**src/rtl/tap_accumulator_pkg.sv**
```systemverilog
// Shared FIR definitions: tap-accumulator FSM states, tap count and selector width.
package tap_accumulator_pkg;

  // Number of taps summed per result, and the matching 8:1 selector width.
  localparam int NUM_TAPS  = 8;
  localparam int SEL_WIDTH = 3;

  // Select value of the final tap; reaching it closes the current sum.
  localparam logic [SEL_WIDTH-1:0] LAST_TAP = SEL_WIDTH'(NUM_TAPS - 1);

  // Accumulator FSM: wait for start, walk the taps, present the result.
  typedef enum logic [1:0] {
    IDLE  = 2'd0,
    ACCUM = 2'd1,
    HOLD  = 2'd2
  } tap_state_e;

endpackage : tap_accumulator_pkg

```
**src/rtl/tap_accumulator.sv**
```systemverilog
// Tap accumulator: walks an external 8:1 product selector through taps 0..7,
// sums the signed products and presents the registered result with a
// valid/ready handshake. A new sum can start in the handshake cycle.
module tap_accumulator
  import tap_accumulator_pkg::*;
#(
  parameter int OUT_DATA_WIDTH = 21,
  parameter int ACC_WIDTH      = OUT_DATA_WIDTH + 3
) (
  input  logic                      clk,
  input  logic                      rst,
  input  logic                      start,
  output logic                      busy,
  output logic [SEL_WIDTH-1:0]      select_lines,
  input  logic [OUT_DATA_WIDTH-1:0] mux_out,
  output logic [ACC_WIDTH-1:0]      sum_out,
  output logic                      sum_valid,
  input  logic                      sum_ready
);

  localparam int EXT_WIDTH = ACC_WIDTH - OUT_DATA_WIDTH;

  tap_state_e                state_q, state_d;
  logic [SEL_WIDTH-1:0]      sel_q, sel_d;
  logic [ACC_WIDTH-1:0]      acc_q, acc_d;
  logic [ACC_WIDTH-1:0]      sum_q, sum_d;
  logic                      valid_q, valid_d;

  logic [ACC_WIDTH-1:0]      product_ext;
  logic [ACC_WIDTH-1:0]      acc_plus_product;
  logic                      handshake;

  // Sign-extend the selected product to accumulator width and add it.
  assign product_ext      = {{EXT_WIDTH{mux_out[OUT_DATA_WIDTH-1]}}, mux_out};
  assign acc_plus_product = acc_q + product_ext;
  assign handshake        = valid_q && sum_ready;

  // State and datapath registers; reset discards any partial or pending sum.
  always_ff @(posedge clk or posedge rst) begin
    if (rst) begin
      state_q <= IDLE;
      sel_q   <= '0;
      acc_q   <= '0;
      sum_q   <= '0;
      valid_q <= 1'b0;
    end else begin
      state_q <= state_d;
      sel_q   <= sel_d;
      acc_q   <= acc_d;
      sum_q   <= sum_d;
      valid_q <= valid_d;
    end
  end

  // Next-state and datapath decisions for the IDLE/ACCUM/HOLD sequence.
  always_comb begin
    state_d = state_q;
    sel_d   = sel_q;
    acc_d   = acc_q;
    sum_d   = sum_q;
    valid_d = valid_q;

    unique case (state_q)
      IDLE: begin
        sel_d = '0;
        if (start) begin
          acc_d   = '0;
          state_d = ACCUM;
        end
      end

      ACCUM: begin
        // start is ignored here; the tap walk always runs to completion.
        if (sel_q == LAST_TAP) begin
          sum_d   = acc_plus_product;
          valid_d = 1'b1;
          acc_d   = acc_plus_product;
          sel_d   = '0;
          state_d = HOLD;
        end else begin
          acc_d = acc_plus_product;
          sel_d = sel_q + SEL_WIDTH'(1);
        end
      end

      HOLD: begin
        // sum_out is left untouched so it keeps its value after the handshake.
        if (handshake) begin
          valid_d = 1'b0;
          if (start) begin
            acc_d   = '0;
            state_d = ACCUM;
          end else begin
            state_d = IDLE;
          end
        end
      end

      default: begin
        state_d = IDLE;
        sel_d   = '0;
        valid_d = 1'b0;
      end
    endcase
  end

  // Outputs come straight from registers; select has no path from any input.
  assign busy         = (state_q != IDLE);
  assign select_lines = sel_q;
  assign sum_out      = sum_q;
  assign sum_valid    = valid_q;

endmodule : tap_accumulator

```
**config.mk**
```make
export PLATFORM = sky130hd
export DESIGN_NAME = tap_accumulator
export DESIGN_NICKNAME = d
export VERILOG_FILES = /design/src/rtl/tap_accumulator_pkg.sv /design/src/rtl/tap_accumulator.sv
export SDC_FILE = /design/constraint.sdc
export NUM_CORES = 1
export LEC_CHECK = 0
export ABC_AREA = 1
export CAP_MARGIN = 20
export CORE_MARGIN = 5
export CORE_UTILIZATION = 51
export CTS_CLUSTER_DIAMETER = 150
export DETAILED_ROUTE_END_ITERATION = 10
export PLACE_DENSITY = 0.82
export SYNTH_ARGS = -nofsm -noshare
export SYNTH_HDL_FRONTEND = slang
export SYNTH_SLANG_ARGS = --single-unit
```
**constraint.sdc**
```tcl
create_clock -name clk -period 2.5 [get_ports clk]
set_input_delay 0.25 -clock clk [delete_from_list [all_inputs] [get_ports clk]]
set_output_delay 0.25 -clock clk [all_outputs]
set_load 0.02 [all_outputs]
```
; Yosys cells after proc, flatten, opt, wreduce, memory -nomap -nowiden
; Cells that the tools add are included.
[totals]
reg_bits = 54
inputBits = 25
elab_cells = 35
[op_classes]
n_addsub = 2
n_eq_ne = 6
muxes = 13
bitwise_logic = 1
reduce_logical = 8
[ops]
columns = operator, count
row1 = $pmux W24 S3, 1
row2 = $mux W24, 2
row3 = $add A24 B24 Y24, 1
row4 = $mux W2, 3
row5 = $ne A2 B2 Y1 const B, 3
row6 = $pmux W2 S3, 1
row7 = $pmux W3 S2, 1
row8 = $reduce_and A3 Y1, 2
row9 = $reduce_and A2 Y1, 2
row10 = $add A3 B1 Y3 const B, 1
row11 = $eq A3 B3 Y1 const B, 1
row12 = $mux W1, 3
row13 = $mux W3, 1
row14 = $pmux W1 S3, 1
row15 = $reduce_bool A3 Y1, 1
row16 = $eq A2 B1 Y1 const B, 1
row17 = $eq A2 B2 Y1 const B, 1
row18 = $logic_not A2 Y1, 1
row19 = $reduce_bool A2 Y1, 1
row20 = $logic_and A1 B1 Y1, 1
row21 = $not A1 Y1, 1

; Logic depth before layout (Yosys ltp)
[logic_depth]
word_depth = 3
depth_mapped = 13
ltp_nobuf = 13

; Worst setup path after synthesis
; Ideal clock, no wire load.
[synth_timing]
path_kind = register to register
from = register acc_q[0]
to = register acc_q[6]
setup_ns = 0.117
arrival_ns = 1.754
setup_slack_ns = 0.629
stages_incl_launch_ff = 10
n_path_buf = 0
synth_period_minus_slack_ns = 1.871
path_cell_list = dfrtp_1 > ha_1 > fa_1 > nand3_1 > nand3_1 > nand2_1 > nand2_1 > or2_2 > nand3_1 > nand2_1
[synth_via]
elab_chain_cells = 2
[synth_rtl]
columns = item, line_no
row1 = start: declaration, tap_accumulator.sv:25  ; logic [ACC_WIDTH-1:0] acc_q, acc_d;
row2 = start signal: assignment, tap_accumulator.sv:43  ; acc_q <= '0;
row3 = start signal: assignment, tap_accumulator.sv:49  ; acc_q <= acc_d;
row4 = $add A24 B24 Y24, tap_accumulator.sv:35  ; assign acc_plus_product = acc_q + product_ext;
row5 = $pmux W24 S3, tap_accumulator.sv:63  ; unique case (state_q)
; No other way between the ends.
; A chain may end at the register's enable or synchronous reset.

; Worst setup path after layout
[layout_timing]
from = register acc_q[0]
to = register acc_q[16]
; Same word-level chain as after synthesis.

==> results.sh <==
export IMPL_cts_tree="built"
export IMPL_slew_viol_final=0
export IMPL_leakage_nw=2.44
export IMPL_place_area_um2=4410
export IMPL_reg2reg_setup_slack_ns=0.37
export IMPL_timing_rr_end="acc_q[16]$_DFFE_PP0P_"
export IMPL_hpwlAfterDp_um=7480
export IMPL_placedCellCount=705
export IMPL_fin_util_pct=62.8
export IMPL_start_util_pct=51.9
export IMPL_synthTopCellsByArea="dfrtp_1 (36%), nand2_1 (24%), ha_1 (8.4%)"
export IMPL_syn_num_nets=607
export IMPL_antenna_left=0
export IMPL_fp_dieArea_um2=9160
export IMPL_worstSetupPathType="flop to flop"
export IMPL_cts_buffers=5
export IMPL_port_buffers=53
export IMPL_globalRouteMet1Util_pct=29.9
export IMPL_endpoint_kind="flop"
export IMPL_design_area_um2=4530
export IMPL_power_density_nw_per_um2=1360
export IMPL_cts_max_path_buffers=2
export IMPL_rsz0062_at_grt="false"
export IMPL_cts_resized=0
export IMPL_async_flop_share_pct=100
export IMPL_r2r_start="acc_q[0]$_DFFE_PP0P_"
export IMPL_grt_usage_pct=22.6
export IMPL_wirelength_um=9550
export IMPL_seqCellArea_um2=1350
export IMPL_cp_startpoint="acc_q[0]$_DFFE_PP0P_"
export IMPL_viasPerCell=5.02
export IMPL_groute_layer_met2_usage_pct=39.3
export IMPL_syn_area_um2=3750
export IMPL_synth_most_common_cell="nand2_1"
export IMPL_synth_common_cells="nand2_1 (238), inv_1 (76), dfrtp_1 (54)"
export IMPL_dr_total_vias=3582
export IMPL_finClkSkew_ns=0.0154
export IMPL_cp_endpoint="acc_q[16]$_DFFE_PP0P_"
export IMPL_relSlewSlack_pct=58.9
export IMPL_grt_pass1_vias=3586
export IMPL_arrival_ns=2.34
export IMPL_core_um2=7210
export IMPL_synth_edf_count=0
export IMPL_clk_latency_ns=0.32
export IMPL_cts_sink_count=54
export IMPL_use_met3_pct=3.05
export IMPL_irDropWorstVdd_mv=0.821
export IMPL_ys_types=30
export IMPL_dr_pass1_iters=5
export IMPL_multi_input_area_um2=2060
export IMPL_cts_root_buf="clkbuf_8"
export IMPL_antenna_found_initial=0
export IMPL_grt_overflow=0
export IMPL_cp_max_fo=4
export IMPL_outcome="complete, no violations"
export IMPL_fp_row_count=31
export IMPL_grt_pass1_wl_um=16400
export IMPL_final_setup_tns_ns=0
export IMPL_hp_class="input pin to async pin"
export IMPL_yosysTopAreaCell="dfrtp_1"
export IMPL_nFillCells=704
export IMPL_drc=0
export IMPL_cp_required_ns=2.71
export IMPL_htree_levels=2
export IMPL_area_growth_pct=20.9
export IMPL_finalCritPeriodShare_pct=85.1
export IMPL_synth_ff_type="dfrtp_1"
export IMPL_maxCapViolCount=0
export IMPL_place_gp_congestion=0.930
export IMPL_cts_setup_buffers=0
export IMPL_synth_area_per_cell_um2=6.74
export IMPL_nNetsFinal=664
export IMPL_yosysTopAreaCellShare_pct=36.1
export IMPL_power_mw=6.16
export IMPL_hold_buffers=0
export IMPL_grt_max_degree=33
export IMPL_fp_dieH_um=95.7
export IMPL_die_x_um=95.7
export IMPL_drt_iter0_markers=217
export IMPL_r2r_cells=10
export IMPL_busiest_layer="met2"
export IMPL_netlist_instances=556
export IMPL_ys_seq_area_share_pct=36.1
export IMPL_worst_slew_pin_slew_ns=0.616
export IMPL_yosys_warnings=0
export IMPL_clock_fmax_mhz=470
export IMPL_post_route_min_period_ns=2.13
export IMPL_num_io_pins=54
export IMPL_synth_seq_cells=54
export IMPL_path_clk_slew_ns=0.10
export IMPL_stdcell_count=713
export IMPL_n_antenna_cell=0
export IMPL_drive_above_1_share_pct=5.70
export IMPL_post_drt_wl_per_cell_um=13.4
export IMPL_finalHoldViolations=0
export IMPL_setup_violations=0
export IMPL_start_kind="flop"
-- per-stage QoR --
| stage | setup WS (ns) | hold WS, ns |
|---|---|---|
| global placement | 0.178 | 0.462 |
| floorplan | 0.629 | 0.453 |
| CTS | 0.376 | 0.347 |
| detailed placement | 0.0838 | 0.466 |
| finish | 0.372 | 0.326 |
| global route | 0.188 | 0.382 |
-- state kept, by name, indices dropped and copies added (netlist names) --
register / cells
select_lines: 3
state_q: 2
acc_q: 24
sum_valid: 1
sum_out: 24
-- worst max-delay path, stage by stage (launching register included) --
cell and delay (ns):
dfrtp_1 0.40, ha_1 0.25, fa_1 0.45, nand3_1 0.12, nand3_1 0.15, nand2_1 0.10
nand3_1 0.16, nand2_1 0.13, nand3b_1 0.10, nand3_1 0.10, nand2_1 0.06
-- worst min-delay path by stage --
stage	cells past startpoint	startpoint	endpoint
floorplan	2	acc_q[19]$_DFFE_PP0P_	acc_q[19]$_DFFE_PP0P_
global placement	2	sum_out[10]$_DFFE_PP0P_	sum_out[10]$_DFFE_PP0P_
detailed placement	2	sum_out[13]$_DFFE_PP0P_	sum_out[13]$_DFFE_PP0P_
CTS	2	rst	select_lines[2]$_DFFE_PP0P_
global route	2	rst	select_lines[2]$_DFFE_PP0P_
finish	2	rst	select_lines[2]$_DFFE_PP0P_
-- final cells by class --
type	count	area share [%]
multi-input combinational	415	45.5
sequential	54	29.8
timing repair buffer	58	12.8
inverter	79	6.55
tap	99	2.74
clock buffer	5	1.52
clock inverter	3	1.05
-- metal layers --
layer | wire length, µm | up-vias
met5 | 0 | -
met4 | 106 | 0
met3 | 442 | 11
met2 | 4620 | 93
met1 | 4380 | 1629
li1 | - | 1849
-- placed cells by master (no fill, tap or decap), types with 4 or more instances in the layout --
cell / count
nand2_1: 238
inv_1: 75
dfrtp_1: 54
clkdlybuf4s50_1: 53
nand3_1: 48
nor2_1: 27
ha_1: 25
o21ai_0: 15
a21oi_1: 10
nand2_2: 8
nor2_2: 7
nand3b_1: 6
xnor2_1: 5
nand4_1: 5
clkbuf_8: 5
buf_4: 4
-- where the power goes --
group	internal, mW	leakage (nW)	total [mW]	switching [mW]
clock network	0.304	0.0587	0.618	0.314
registers	1.33	0.633	1.61	0.274
logic	1.52	1.74	3.93	2.41
-- cell families (layout without fill, tap and decap cells) --
family	after synthesis	after routing	share of synthesized area [%]
compound gates	33	33	5.18
xor+xnor	8	8	1.87
fa+ha+maj	26	26	8.88
buf+inv	87	145	8.95
flops	54	54	36.1
simple gates	348	348	39.0
Note: power is estimated with default switching activity, not from simulation.
